## src/rtl/f_seq_detector.sv

```systemverilog
// f_seq_detector: Moore FSM that finds the serial pattern 1011 in a stream
// of qualified bits. It also keeps the last 8 accepted bits, pulses
// byte_ready after every 8th accepted bit, and counts detections in a
// saturating counter. Every output comes straight from a flop.
module f_seq_detector #(
    parameter int OVERLAP = 1,
    parameter int CNT_W   = 8
) (
    input  logic             clk,
    input  logic             rst,
    input  logic             f,
    input  logic             f_valid,
    output logic             z,
    output logic [7:0]       shreg,
    output logic             byte_ready,
    output logic [CNT_W-1:0] hits
);

    typedef enum logic [2:0] {
        S0    = 3'd0,
        S1    = 3'd1,
        S10   = 3'd2,
        S101  = 3'd3,
        S1011 = 3'd4
    } state_t;

    localparam logic [CNT_W-1:0] HITS_MAX = '1;
    localparam logic [CNT_W-1:0] HITS_ONE = 1;

    state_t     state;
    state_t     nxt;
    logic [2:0] bit_cnt;

    // Next-state function. Without an accepted bit the state holds, which
    // also keeps z high in S1011 across f_valid gaps. Unused encodings fall
    // back to S0 whether or not a bit is accepted.
    always_comb begin
        nxt = state;
        case (state)
            S0:      if (f_valid) nxt = f ? S1    : S0;
            S1:      if (f_valid) nxt = f ? S1    : S10;
            S10:     if (f_valid) nxt = f ? S101  : S0;
            S101:    if (f_valid) nxt = f ? S1011 : S10;
            S1011:   if (f_valid) nxt = f ? S1 : ((OVERLAP != 0) ? S10 : S0);
            default: nxt = S0;
        endcase
    end

    // State, registered outputs, shift register, bit counter and hit counter.
    // z is computed from the next state so that it is high exactly while the
    // state register holds S1011.
    always_ff @(posedge clk or posedge rst) begin
        if (rst) begin
            state      <= S0;
            z          <= 1'b0;
            shreg      <= 8'h00;
            bit_cnt    <= 3'd0;
            byte_ready <= 1'b0;
            hits       <= '0;
        end else begin
            state      <= nxt;
            z          <= (nxt == S1011);
            // Pulse only on the accepted bit that wraps the counter 7 -> 0.
            byte_ready <= f_valid && (bit_cnt == 3'd7);
            if (f_valid) begin
                shreg   <= {shreg[6:0], f};
                bit_cnt <= bit_cnt + 3'd1;
                // The only way into S1011 is S101 followed by an accepted 1.
                if ((state == S101) && f && (hits != HITS_MAX))
                    hits <= hits + HITS_ONE;
            end
        end
    end

endmodule

```

## config.mk

```make
export PLATFORM = sky130hd
export DESIGN_NAME = f_seq_detector
export DESIGN_NICKNAME = d
export VERILOG_FILES = /design/src/rtl/f_seq_detector.sv
export SDC_FILE = /design/constraint.sdc
export NUM_CORES = 1
export LEC_CHECK = 0
export CORE_MARGIN = 2
export CORE_UTILIZATION = 44
export DETAILED_ROUTE_END_ITERATION = 12
export PLACE_DENSITY = 0.74
export SETUP_SLACK_MARGIN = 0.2
export SLEW_MARGIN = 0
export SYNTH_ARGS = -nofsm -noshare
export SYNTH_HDL_FRONTEND = slang
export SYNTH_SLANG_ARGS = --single-unit
```

## constraint.sdc

```tcl
create_clock -name clk -period 1.6 [get_ports clk]
set_input_delay 0.48 -clock clk [delete_from_list [all_inputs] [get_ports clk]]
set_output_delay 0.48 -clock clk [all_outputs]
set_load 0.02 [all_outputs]
```

* Yosys cells after proc, flatten, opt, wreduce, memory -nomap -nowiden *
Index checks and enable logic that the tools add are counted.

word-level totals
  flip-flop bits (word level) = 24
  logic and storage cells = 30
  input bits = 4
  output and inout port bits = 18

cells by class
  muxes and demuxes = 9
  equality and inequality tests = 7
  reduce and logical (&&, ||, !) cells = 6
  add/subtract/negate cells = 2

operators with widths
  operator                                                          count
  3-bit two-way mux                                                 5
  3-bit one-hot mux with 4 select lines                             1
  3-bit == test (second input constant)                             3
  8-bit by 1-bit adder with 8-bit output (second input constant)    1
  8-bit inequality test (second input constant)                     1
  3-bit by 2-bit == test with 1-bit output (second input constant)  2
  2-bit two-way mux                                                 2
  3-bit by 1-bit adder with 3-bit output (second input constant)    1
  3-bit by 1-bit == test with 1-bit output (second input constant)  1
  1-bit logical AND                                                 3
  3-bit zero test                                                   1
  2-bit AND reduction                                               1
  2-bit OR reduction                                                1
  1-bit two-way mux                                                 1

* Logic depth before layout (Yosys ltp) *
Gate-level depths: netlist of run 1.

  depth in word-level cells = 4
  mapped depth = 5

* Worst setup path before layout of run 1 *
No wires, ideal clock.

  path kind = register -> register
  from = register hits[0]
  to = register hits[1]
  setup slack = -0.102 ns
  buffers on the path = 0
  arrival = 1.577 ns
  library setup time = 0.125 ns
  stages on the path, launching flop included = 5
  cell sequence = dfrtp_1 > ha_1 > nand3_2 > o211ai_1 > mux2_2

between the ends
  longest elaborated chain between the ends = 3
  elaborated cells on any way between the ends = 4

RTL lines
  what                                                                            RTL line  text
  start, declared                                                                 16        output logic [CNT_W-1:0] hits
  start signal, assigned                                                          70        hits <= hits + HITS_ONE;
  branches (longest 3 deep; another with 8-bit by 1-bit adder with 8-bit output)  -

Parallel ways; which one is timed is not known.
A chain may end at the register's enable or synchronous reset.

* Worst setup path in the final report of run 1 *
  from = register hits[1]
  to = output port hits[1]

No word-level cell between the ends.

==> results of run 1 <==
[sequential cells by signal, summed over array words and instances, names as in the netlist]
name / flops
byte_ready: 1
bit_cnt: 3
shreg: 8
state: 3
z: 1
hits: 8
[report_power, final]
group          leakage (nW)  switching, W  internal, W
Combinational         0.437      0.000283     0.000324
Clock                0.0150      0.000169    0.0000970
Sequential            0.292      0.000109     0.000746
[layer usage]
layer / vias to the layer above / global-route usage / routed length (um)
met1: 396 / 0.184 / 932
met5: - / 0 / 0
li1: 383 / - / -
met4: 0 / 0.0641 / 16
met3: 2 / 0.0339 / 74
met2: 13 / 0.278 / 1030
[logic make-up after synthesis]
family          count (synthesis)  synth area share
compound gates                  9            0.0513
flops                          24             0.560
simple gates                   21             0.140
fa+ha+maj                       3            0.0350
buf+inv                         6            0.0280
xor+xnor                        6            0.0490
mux                            13             0.137
[through the flow]
step / cell area [sq um] / hold WS [ns] / std cells / setup WS, ns / setup TNS, ns
global placement: 1390 / 0.461 / 137 / -0.326 / -2.73
finish: 1510 / 0.490 / 158 / 0.181 / 0
floorplan: 1110 / 0.445 / 82 / 0.0454 / 0
global route: 1510 / 0.501 / 158 / 0.134 / 0
CTS: 1420 / 0.501 / 153 / 0.165 / 0
detailed placement: 1390 / 0.484 / 137 / -0.367 / -2.74
[area by class of cell]
type                            count  area, sq um  area share
Timing Repair Buffer               46          349       0.231
Multi-Input combinational cell     52          480       0.318
Sequential cell                    24          603       0.400
Clock buffer                        4         26.3      0.0174
Inverter                            4         15.0     0.00995
Tap cell                           28         35.0      0.0232
[path summary, 6_finish.rpt]
check / from / endpoint / slack (ns) / cells past startpoint
worst max-delay path: hits[1] / hits[1] / 0.18 / 1
min in group asynchronous: rst / hits[2] / 0.51 / 3
max in group asynchronous: rst / hits[1] / 0.83 / 3
worst min register to register: bit_cnt[0] / bit_cnt[0] / 0.49 / 1
worst min-delay path: bit_cnt[0] / bit_cnt[0] / 0.49 / 1
worst max register to register: state[2] / hits[1] / 0.19 / 4
[cell usage in the layout (no fill, tap or decap), drive strengths merged, types with 2 or more instances in the layout]
master	count
buf	43
dfrtp	24
mux2	13
o21ai	5
nand2	5
inv	4
nand3	4
clkbuf	4
xor2	3
xnor2	3
ha	3
nand4	2
nor2	2
o211ai	2
dlygate4sd2	2
nor3	2
[timing repair]
action | 4_1_cts | 5_1_grt
buffers inserted | 12 | 5
setup endpoints to repair | 26 | 14
pin swaps | 5 | 5
resized for setup | 75 | 15
==> flow_results.xml, run 1 <==
<?xml version="1.0" encoding="UTF-8"?>
<metrics>
  <group name="die">
    <metric name="fp.dieArea" unit="sq um">2850</metric>
    <metric name="horizontal_die_dimension" unit="um">53.4</metric>
    <metric name="design.core.area" unit="sq um">2250</metric>
    <metric name="floorplan.initialDensity" unit="">0.476</metric>
    <metric name="dieHeight" unit="um">53.4</metric>
    <metric name="ioPinCount" unit="">22</metric>
    <metric name="rows" unit="">17</metric>
  </group>
  <group name="detailed_routing">
    <metric name="via_per_inst" unit="">5.03</metric>
    <metric name="drtAntennaViolNets" unit="">0</metric>
    <metric name="first_pass_iters" unit="">4</metric>
    <metric name="detail_route.iter0.violations" unit="">8</metric>
    <metric name="post-route-drc-count" unit="">0</metric>
    <metric name="num_vias" unit="">794</metric>
    <metric name="wire_per_inst" unit="um">13.0</metric>
    <metric name="drt_total_wl" unit="um">2060</metric>
  </group>
  <group name="power_and_ir_drop">
    <metric name="p_leak" unit="nW">0.744</metric>
    <metric name="total_power" unit="W">0.00173</metric>
    <metric name="power_density" unit="nW/um^2">1150</metric>
    <metric name="vdd_drop_max" unit="mV">0.926</metric>
  </group>
  <group name="clock_tree">
    <metric name="cts.clk_slew.worst_paths" unit="ns">0.13</metric>
    <metric name="cts-root-buf" unit="">clkbuf_4</metric>
    <metric name="cts-root-to-sink-buffers" unit="">2</metric>
    <metric name="cts-buffers-inserted" unit="">3</metric>
    <metric name="clock_insertion_delay_worst_skew" unit="ns">0.31</metric>
    <metric name="clock_sinks" unit="">24</metric>
    <metric name="htreeDepth" unit="">1</metric>
    <metric name="cts_tree" unit="">done</metric>
    <metric name="ctsHoldBuffers" unit="">0</metric>
  </group>
  <group name="place">
    <metric name="place_congestion" unit="">0.816</metric>
    <metric name="hpwl" unit="um">1290</metric>
    <metric name="numPortBuffers" unit="">21</metric>
  </group>
  <group name="global_routing">
    <metric name="grt.total_usage" unit="">0.158</metric>
    <metric name="first_global_vias" unit="">731</metric>
    <metric name="grt_max_degree" unit="">25</metric>
    <metric name="remaining_overflow_grt" unit="">0</metric>
    <metric name="antenna_violations_before_repair" unit="">0</metric>
    <metric name="grt_first_pass_wirelength" unit="um">3190</metric>
  </group>
  <group name="critical_path">
    <metric name="worstSetupStartpointType" unit="">flip-flop</metric>
    <metric name="critPathBufInv" unit="">1</metric>
    <metric name="critical_path.max_fanout" unit="">4</metric>
    <metric name="worst_setup_path_end_kind" unit="">primary output</metric>
    <metric name="timing.critical_path.arrival" unit="ns">0.94</metric>
    <metric name="cpLargestDelayFamily" unit="">flip-flops</metric>
    <metric name="timing.critical_path.cells" unit="">buf_2</metric>
    <metric name="worst-endpoint-required" unit="ns">1.12</metric>
    <metric name="worst-setup-path-type" unit="">flip-flop to primary output</metric>
    <metric name="max_stage_delay" unit="ns">0.46</metric>
    <metric name="critical_path.slowest_cell" unit="">dfrtp_2</metric>
  </group>
  <group name="sta">
    <metric name="slew_headroom" unit="">0.787</metric>
    <metric name="period_minus_slack" unit="ns">1.42</metric>
    <metric name="timing_hold_violations_final" unit="">0</metric>
    <metric name="tightest_slew" unit="ns">0.320</metric>
    <metric name="fin_skew" unit="ns">0.0137</metric>
    <metric name="grt_setup_unrepaired" unit="">yes</metric>
    <metric name="timing.final.crit_share" unit="">0.887</metric>
    <metric name="final_max_slew_viol_count" unit="">0</metric>
    <metric name="setup_violations" unit="">0</metric>
    <metric name="clock.fmax" unit="MHz">705</metric>
  </group>
  <group name="synthesis">
    <metric name="synth_area_leaders" unit="">dfrtp_1, mux2_2, ha_1</metric>
    <metric name="netlist_area" unit="sq um">1070</metric>
    <metric name="ys_async_sr_fraction" unit="">1.00</metric>
    <metric name="synthCells" unit="">82</metric>
    <metric name="synth-main-ff-cell" unit="">dfrtp_1</metric>
    <metric name="synthMostInstantiatedCell" unit="">dfrtp_1</metric>
    <metric name="area_fraction_of_the_dominant_cell_type_after_synthesis" unit="">0.560</metric>
    <metric name="synth_area_per_cell" unit="sq um">13.1</metric>
    <metric name="synth_cell_types" unit="">26</metric>
    <metric name="synth_seq_area_share" unit="">0.560</metric>
    <metric name="synth_top_cell_by_area" unit="">dfrtp_1</metric>
    <metric name="synth_seq_cells" unit="">24</metric>
    <metric name="synthesis.nets" unit="">89</metric>
    <metric name="synth_edf_count" unit="">0</metric>
    <metric name="yosys_warnings" unit="">0</metric>
    <metric name="synthTopCellsByCount" unit="">dfrtp_1, mux2_2, o21ai_0</metric>
  </group>
  <group name="final_layout">
    <metric name="fillers" unit="">168</metric>
    <metric name="design.final.nets" unit="">138</metric>
    <metric name="insertedDiodeCount" unit="">0</metric>
    <metric name="post_route_cells_drive_above_1_share" unit="">0.523</metric>
    <metric name="area_added_between_synthesis_and_finish" unit="%">40.7</metric>
    <metric name="fraction_of_the_core_area_covered_by_cells_at_the_end_of_the_flow" unit="">0.669</metric>
  </group>
  <group name="run">
    <metric name="max_cap_violations" unit="">0</metric>
  </group>
  <group name="hold_path">
    <metric name="min_delay_worst_type" unit="">flip-flop to flip-flop</metric>
  </group>
  <group name="run_status">
    <metric name="status" unit="">completed</metric>
  </group>
</metrics>
No activity file was read; power rests on OpenSTA's default activity.
==> run 2, diff against run 1 <==
--- a/config.mk
+++ b/config.mk
@@ -7,6 +7,7 @@
 export LEC_CHECK = 0
 export CORE_MARGIN = 2
 export CORE_UTILIZATION = 44
+export CTS_CLUSTER_DIAMETER = 40
 export DETAILED_ROUTE_END_ITERATION = 12
 export PLACE_DENSITY = 0.74
 export SETUP_SLACK_MARGIN = 0.2
==> results of run 2 <==
No change in the layout: final DEF, timing and power equal those of run 1.
